### config.mk
export PLATFORM = sky130hd
export DESIGN_NAME = pc_fetch
export DESIGN_NICKNAME = d
export VERILOG_FILES = /design/src/rtl/pc_fetch_pkg.sv /design/src/rtl/pc_target_check.sv /design/src/rtl/pc_fetch.sv
export SDC_FILE = /design/constraint.sdc
export NUM_CORES = 1
export LEC_CHECK = 0
export ABC_AREA = 1
export CELL_PAD_IN_SITES_DETAIL_PLACEMENT = 1
export CELL_PAD_IN_SITES_GLOBAL_PLACEMENT = 1
export CORE_MARGIN = 2
export CORE_UTILIZATION = 29
export DETAILED_ROUTE_END_ITERATION = 12
export PLACE_DENSITY = 0.85
export SYNTH_ARGS = -nofsm -noshare
export SYNTH_HDL_FRONTEND = slang
export SYNTH_SLANG_ARGS = --single-unit
### constraint.sdc
create_clock -name clk -period 1.8 [get_ports clk]
set_clock_uncertainty 0.05 [all_clocks]
set_input_delay 0.45 -clock clk [delete_from_list [all_inputs] [get_ports clk]]
set_output_delay 0.45 -clock clk [all_outputs]
set_load 0.01 [all_outputs]
### src/rtl/pc_fetch_pkg.sv
// Shared types and constants for the fetch-stage program counter unit.
package pc_fetch_pkg;

  typedef enum logic [2:0] {
    BOOT,
    RUN,
    STALL,
    TRAP,
    HALT
  } fetch_state_t;

  typedef enum logic [1:0] {
    NONE,
    MISALIGN,
    RANGE
  } trap_cause_t;

  localparam int unsigned INSTR_BYTES = 4;

  // Byte address of the last instruction word in an IMEM of the given depth.
  function automatic logic [31:0] last_word_addr(input int unsigned depth);
    return 32'(depth * INSTR_BYTES - INSTR_BYTES);
  endfunction

endpackage

### src/rtl/pc_target_check.sv
// Combinational legality check of a redirect target against IMEM alignment and bounds.
module pc_target_check
  import pc_fetch_pkg::*;
#(
  parameter int unsigned IMEM_DEPTH = 21,
  parameter int unsigned PROG_VALUE = 32
) (
  input  logic [PROG_VALUE-1:0] target_i,
  output logic                  legal_o,
  output trap_cause_t           cause_o
);

  localparam logic [PROG_VALUE-1:0] LAST_ADDR = PROG_VALUE'(last_word_addr(IMEM_DEPTH));

  // Misalignment is reported ahead of range when both apply.
  always_comb begin
    legal_o = 1'b1;
    cause_o = NONE;
    if (target_i[1:0] != 2'b00) begin
      legal_o = 1'b0;
      cause_o = MISALIGN;
    end else if (target_i > LAST_ADDR) begin
      legal_o = 1'b0;
      cause_o = RANGE;
    end
  end

endmodule

### src/rtl/pc_fetch.sv
// Fetch-stage PC unit: sequential/redirect/trap next-PC selection with boot, stall, trap and halt.
// Optional performance counters are built when PC_FETCH_PERF_EN is defined.
module pc_fetch
  import pc_fetch_pkg::*;
#(
  parameter int unsigned IMEM_DEPTH   = 21,
  parameter int unsigned PROG_VALUE   = 32,
  parameter int unsigned RESET_VECTOR = 0,
  parameter int unsigned TRAP_VECTOR  = 0
) (
  input  logic                  clk,
  input  logic                  rst,
  input  logic                  stall_i,
  input  logic                  redirect_valid_i,
  input  logic [PROG_VALUE-1:0] redirect_target_i,
  input  logic                  trap_ack_i,
  output logic [PROG_VALUE-1:0] addr,
  output logic [PROG_VALUE-1:0] pc_plus4_o,
  output logic                  fetch_valid_o,
  output logic                  trap_o,
  output logic [1:0]            trap_cause_o
`ifdef PC_FETCH_PERF_EN
  ,
  output logic [31:0]           fetch_count_o,
  output logic [31:0]           redirect_count_o
`endif
);

  localparam logic [PROG_VALUE-1:0] PC_LAST  = PROG_VALUE'(last_word_addr(IMEM_DEPTH));
  localparam logic [PROG_VALUE-1:0] PC_STEP  = PROG_VALUE'(INSTR_BYTES);
  localparam logic [PROG_VALUE-1:0] PC_RESET = PROG_VALUE'(RESET_VECTOR);
  localparam logic [PROG_VALUE-1:0] PC_TRAP  = PROG_VALUE'(TRAP_VECTOR);

  fetch_state_t          state_q, state_d;
  logic [PROG_VALUE-1:0] pc_q, pc_d;
  trap_cause_t           cause_q, cause_d;
  logic                  fetch_valid_q, fetch_valid_d;
  logic                  trap_q, trap_d;
  logic                  tgt_legal;
  trap_cause_t           tgt_cause;

  pc_target_check #(
    .IMEM_DEPTH (IMEM_DEPTH),
    .PROG_VALUE (PROG_VALUE)
  ) u_target_check (
    .target_i (redirect_target_i),
    .legal_o  (tgt_legal),
    .cause_o  (tgt_cause)
  );

  // State, PC and registered status outputs.
  always_ff @(posedge clk) begin
    if (rst) begin
      state_q       <= BOOT;
      pc_q          <= PC_RESET;
      cause_q       <= NONE;
      fetch_valid_q <= 1'b0;
      trap_q        <= 1'b0;
    end else begin
      state_q       <= state_d;
      pc_q          <= pc_d;
      cause_q       <= cause_d;
      fetch_valid_q <= fetch_valid_d;
      trap_q        <= trap_d;
    end
  end

  // Next state and next PC; redirect outranks stall, stall outranks sequential.
  always_comb begin
    state_d = state_q;
    pc_d    = pc_q;
    cause_d = cause_q;
    case (state_q)
      BOOT: state_d = RUN;
      RUN, STALL: begin
        if (redirect_valid_i) begin
          if (tgt_legal) begin
            pc_d    = redirect_target_i;
            state_d = RUN;
          end else begin
            state_d = TRAP;
            cause_d = tgt_cause;
          end
        end else if (stall_i) begin
          state_d = STALL;
        end else if (pc_q == PC_LAST) begin
          state_d = HALT;
        end else begin
          pc_d    = pc_q + PC_STEP;
          state_d = RUN;
        end
      end
      HALT: begin
        if (redirect_valid_i) begin
          if (tgt_legal) begin
            pc_d    = redirect_target_i;
            state_d = RUN;
          end else begin
            state_d = TRAP;
            cause_d = tgt_cause;
          end
        end
      end
      TRAP: begin
        if (trap_ack_i) begin
          pc_d    = PC_TRAP;
          cause_d = NONE;
          state_d = RUN;
        end
      end
      default: state_d = BOOT;
    endcase
  end

  // Status outputs follow the state they will be registered alongside.
  always_comb begin
    fetch_valid_d = 1'b0;
    trap_d        = 1'b0;
    case (state_d)
      RUN, STALL: fetch_valid_d = 1'b1;
      TRAP:       trap_d        = 1'b1;
      default: ;
    endcase
  end

  assign addr          = pc_q;
  assign pc_plus4_o    = pc_q + PC_STEP;
  assign fetch_valid_o = fetch_valid_q;
  assign trap_o        = trap_q;
  assign trap_cause_o  = 2'(cause_q);

`ifdef PC_FETCH_PERF_EN
  logic [31:0] fetch_cnt_q, redirect_cnt_q;
  logic        redirect_accept;

  assign redirect_accept = redirect_valid_i && tgt_legal &&
                           (state_q == RUN || state_q == STALL || state_q == HALT);

  // Saturating counters of advancing fetches and accepted redirects.
  always_ff @(posedge clk) begin
    if (rst) begin
      fetch_cnt_q    <= '0;
      redirect_cnt_q <= '0;
    end else begin
      if (fetch_valid_q && state_q != STALL && fetch_cnt_q != 32'hFFFF_FFFF)
        fetch_cnt_q <= fetch_cnt_q + 32'd1;
      if (redirect_accept && redirect_cnt_q != 32'hFFFF_FFFF)
        redirect_cnt_q <= redirect_cnt_q + 32'd1;
    end
  end

  assign fetch_count_o    = fetch_cnt_q;
  assign redirect_count_o = redirect_cnt_q;
`endif

endmodule

==> results.yml, run 1 <==
outcome:
  error_line: "[ERROR GRT-0232] Routing congestion too high. Check the congestion heatmap in the GUI."
  status: "did not finish"
  stopping_stage: "5_1_grt"
timing:
  crit_endpoint: "pc_plus4_o[21]"
  worst-ep-kind: "top-level output"
clocking:
  cts.sinks: 39
  ctsLongestPathBuffers: 2
  cts_inserted_buffers: 5
  cts.htree.levels: 2
  cts_root_buf: "clkbuf_8"
yosys:
  syn_warnings: 0
  synthesis.area_per_instance_um2: 6.06
  synth_compound_area_share_pct: 8.51
  post_synth_instance_area_um2: 2750
  synth-xor-area-share_pct: 6.69
  yosysUniqueCellTypes: 28
  combinational_family_with_the_most_area_after_synthesis: "simple AND/OR/NAND/NOR gates"
  dominantRegCellSynth: "dfxtp_1"
  asyncSetResetFlopFracSynth_pct: 0
  synth_simple_gate_area_share_pct: 44.5
  synth_fp_nets: 493
  ys_seq_area_share_pct: 28.4
  synth_edf_count: 0
  yosys.area_share.adder_pct: 0.910
  post_synth_inst_count: 454
  synth_seq_cells: 39
  synth.mux.area_fraction_pct: 0
placement:
  dp.cells: 776
  gp_congestion: 0.956
  place_hpwl_um: 10500
  place.port_buffers: 104
grt:
  globalRouteTotalUtil_pct: 76.9
  grt_max_degree: 40
  globalRoute.totalOverflow: 138
die:
  floorplan.initialDensity_pct: 29.8
  die_h_um: 101
  design.portCount: 105
  floorplan.rows: 35
  width_of_the_die_um: 101
## Yosys cell counts (2+ instances only)
| library cell | count | area [um2] |
|---|---|---|
| buf_4 | 5 | 37.5 |
| inv_1 | 45 | 169 |
| nand3_1 | 41 | 205 |
| nor2_2 | 2 | 12.5 |
| dfxtp_1 | 39 | 781 |
| nand3_2 | 2 | 20.0 |
| a21oi_1 | 38 | 190 |
| nor3_2 | 3 | 30.0 |
| o21ai_0 | 7 | 35.0 |
| nand3b_1 | 5 | 37.5 |
| nor3b_1 | 2 | 15.0 |
| clkbuf_1 | 5 | 18.8 |
| buf_2 | 7 | 35.0 |
| nand2_1 | 131 | 492 |
| nor3_1 | 19 | 95.1 |
| nor2_1 | 49 | 184 |
| nand4_1 | 11 | 68.8 |
| xor2_1 | 21 | 184 |
| inv_2 | 11 | 41.3 |
| nor2_4 | 2 | 22.5 |
| ha_1 | 2 | 25.0 |
## stage by stage
step,cell area (um2),setup slack (ns)
3_5_place_dp,4780,-0.714
4_1_cts,6030,-0.475
3_3_place_gp,4780,-0.613
2_1_floorplan,2790,0.000313
## logic make-up after synthesis
group | after synthesis
and+or+nand+nor | 273
buffers and inverters | 73
AOI/OAI and AO/OA | 46
DFF | 39
xor gates and xnor gates | 21
adders and majority gates | 2
## routing by layer
layer  track usage, %  GRT overflow
met1             76.3             0
met2             98.6            83
met3             53.6             0
met4             85.8            55
met5            0.481             0
## repair_timing
action | CTS
hold buffers | 0
pin swaps | 89
buffers inserted | 56
endpoints found under the setup margin | 97
cloned | 6
resized for setup | 393
==> run 2, diff against run 1 <==
Settings changed: CELL_PAD_IN_SITES_DETAIL_PLACEMENT 1 to not set, CELL_PAD_IN_SITES_GLOBAL_PLACEMENT 1 to not set, CORE_UTILIZATION 29 to 20, PLACE_DENSITY 0.85 to not set, PLACE_DENSITY_LB_ADDON set to 0.15.
==> run 2 against run 1 <==
  * The flow now finishes, with violations (setup timing)
  * Area after synthesis stayed put
  * Synthesized cell count stayed put
==> results.yml, run 2 <==
worst_setup_path:
  crit_reg_reg_endpoint: "addr[12]"
  crit-reg2reg-launch: "addr[3]"
  start_kind: "register"
  critical_path.endpoint_type: "primary output"
  largest_fanout_of_any_net_on_the_critical_path: 4
  path_class: "reg -> out"
  ff2ff_setup_slack_ns: -0.42
  worstPathRequired_ns: 1.30
  worstPathArrival_ns: 1.82
  r2r_cells: 16
yosys:
  synthesis.area_per_instance_um2: 6.06
  post_synth_inst_count: 454
  synth.most_common_cell: "nand2_1"
  synth-xor-area-share_pct: 6.69
  yosysTopAreaCellShare_pct: 28.4
  synth_area_leaders: "dfxtp_1, nand2_1, nand3_1"
  yosys.area_share.adder_pct: 0.910
  synth_seq_cells: 39
  synthTopCellsByCount: "nand2_1, nor2_1, inv_1, nand3_1, dfxtp_1"
  asyncSetResetFlopFracSynth_pct: 0
  syn_warnings: 0
  synth_simple_gate_area_share_pct: 44.5
  ys_seq_area_share_pct: 28.4
  dominantRegCellSynth: "dfxtp_1"
  synth_fp_nets: 493
  synth_edf_count: 0
  synth_compound_area_share_pct: 8.51
  post_synth_instance_area_um2: 2750
  yosysUniqueCellTypes: 28
  combinational_family_with_the_most_area_after_synthesis: "simple AND/OR/NAND/NOR gates"
  synth_top_cell_by_area: "dfxtp_1"
  synth.mux.area_fraction_pct: 0
grt:
  vias_in_the_first_global_route: 3967
  grt_max_degree: 20
  initial_antenna_violation_count: 0
  globalRouteTotalUtil_pct: 17.1
  grt_pass1_wl_um: 19900
  globalRoute.totalOverflow: 0
timing:
  slew-limit-headroom_pct: 71.4
  max_clock_freq_ghz: 0.432
  timing.final.crit_share_pct: 129
  grt_setup_unrepaired: "true"
  tns_ns: -19.41
  worst_slew_pin_slew_ns: 0.428
  report.final.slew_viol_count: 0
  final-hold-violation-count: 0
  final-setup-viol-count: 63
  fin_crit_ns: 2.32
  final.setup.worst_slack_ns: -0.517
final_layout:
  multiInputGateArea_um2: 2780
  synth_to_layout_area_growth_pct: 147
  antenna_cells: 0
  proportion_of_layout_cells_with_a_drive_suffix_above_1_pct: 61.9
  fill_cells: 1257
  mostFrequentLayoutCell: "buf_4"
  flip_flop_count_of_the_largest_register_all_copies_and_words_added: 32
  final_core_util_pct: 50.9
  most-common-layout-cells: "buf_4, nand2_1, buf_6, nand2_2, inv_1"
  seq_cell_area_um2: 835
  final_layout_net_count: 765
detailed_routing:
  drc_errors: 0
  detail_route.wirelength.met1_um: 5980
  detailedRoute.firstIterationViolations: 181
  drt-wirelength-per-cell_um: 15.2
  met2_length_um: 6890
  detailroute.wirelength.met3_um: 587
  postRouteAntennaNets: 0
  first_pass_iters: 4
  top_layer: "met4"
  routed-via-count: 4034
  via_per_inst: 4.48
  total_detailed_routing_wirelength_um: 13700
clocking:
  cts.sinks: 39
  clock_pin_transition_on_the_worst_setup_and_hold_timing_paths_ns: 0.06
  clkLatencyLatePin_ns: 0.29
  ctsHoldBuffers: 0
  cts.htree.levels: 2
  cts_root_buf: "clkbuf_16"
  ctsLongestPathBuffers: 2
  clock_tree_from_tritoncts: "done"
  cts_inserted_buffers: 5
die:
  floorplan.rows: 42
  design.die.area_um2: 14700
  width_of_the_die_um: 121
  design.portCount: 105
  fp.coreArea_um2: 13300
  die_h_um: 121
  floorplan.initialDensity_pct: 20.6
min_path:
  worst_hold_path.num_cells: 2
  timing.hold.worst.start: "trap_cause_o[1]"
  hold_path_class: "reg -> reg"
  hold-path-endpoint: "trap_cause_o[1]"
outcome:
  failing_checks: "setup timing"
  status: "finished with violations"
pwr:
  power_density_over_the_cells_nw_per_um2: 386
  total_leakage_power_nw: 3.40
  vdd.ir_drop.worst_mv: 0.273
placement:
  gp_congestion: 0.889
  place.port_buffers: 104
  place_hpwl_um: 9040
job:
  cap_viol_max_count: 0
==> run 2: cell counts after synthesis <==
Identical to the previous run, type by type.
==> run 2: repair_timing <==
item | in CTS | in global routing
buffers inserted | 49 | 29
gates cloned | 6 | 0
resized for setup | 336 | 218
endpoints found under the setup margin | 91 | 78
pin swaps | 82 | 111
==> run 2: cell families after synthesis <==
logic type | Yosys count
xor gates and xnor gates | 21
buffers and inverters | 73
adders and majority gates | 2
DFF | 39
and+or+nand+nor | 273
AOI/OAI and AO/OA | 46
==> run 2: final cells by class <==
| type | count | share of cell area [%] |
|---|---|---|
| multi-input cells | 342 | 40.9 |
| repair buffers | 282 | 38.3 |
| flip-flops and latches | 39 | 12.3 |
| inverters | 56 | 3.32 |
| well taps | 176 | 3.24 |
| clock buffers | 6 | 1.90 |
==> run 2: layer usage <==
layer | GRT usage (%) | up-vias
li1 | - | 1984
met1 | 23.1 | 1934
met2 | 28.0 | 95
met3 | 2.73 | 21
met4 | 4.96 | 0
met5 | 0 | -
==> run 2: critical path, stage by stage, from the launching register on <==
cell and delay (ns):
dfxtp_4 0.38, nand2_4 0.07, nor3_4 0.28, nand2_2 0.12
nor3_4 0.15, buf_4 0.15, nand2_4 0.06, xor2_4 0.18
buf_6 0.13
==> run 2: worst max path at each step <==
stage	startpoint	cells after the start	slack (ns)	endpoint
floorplan	addr[13]	6	0.0003	pc_plus4_o[25]
global placement	addr[10]	6	-0.67	pc_plus4_o[12]
detailed placement	addr[10]	6	-0.65	pc_plus4_o[12]
CTS	addr[12]	8	-0.48	pc_plus4_o[30]
global route	addr[12]	8	-0.58	pc_plus4_o[14]
finish	addr[12]	8	-0.52	pc_plus4_o[30]
==> run 2: report_power, final <==
part / switching, mW / leakage, nW / internal, mW
Combinational: 0.446 / 3.01 / 0.442
Clock: 0.351 / 0.0628 / 0.499
Sequential: 0.0151 / 0.329 / 0.868
Total: 0.812 / 3.40 / 1.81
==> run 2: per-stage QoR <==
| stage | std cells | cell area [um2] | hold slack (ns) | power (mW) | setup slack (ns) |
|---|---|---|---|---|---|
| after floorplan | 454 | 2790 | 0.433 | 1.13 | 0.000313 |
| after global placement | 830 | 4870 | 0.402 | 1.41 | -0.673 |
| after detailed placement | 830 | 4870 | 0.405 | 1.42 | -0.646 |
| after CTS | 887 | 5980 | 0.401 | 2.54 | -0.476 |
| after global routing | 901 | 6790 | 0.422 | 2.71 | -0.579 |
| final | 901 | 6790 | 0.401 | 2.62 | -0.517 |
(Power assumes the default switching activity.)
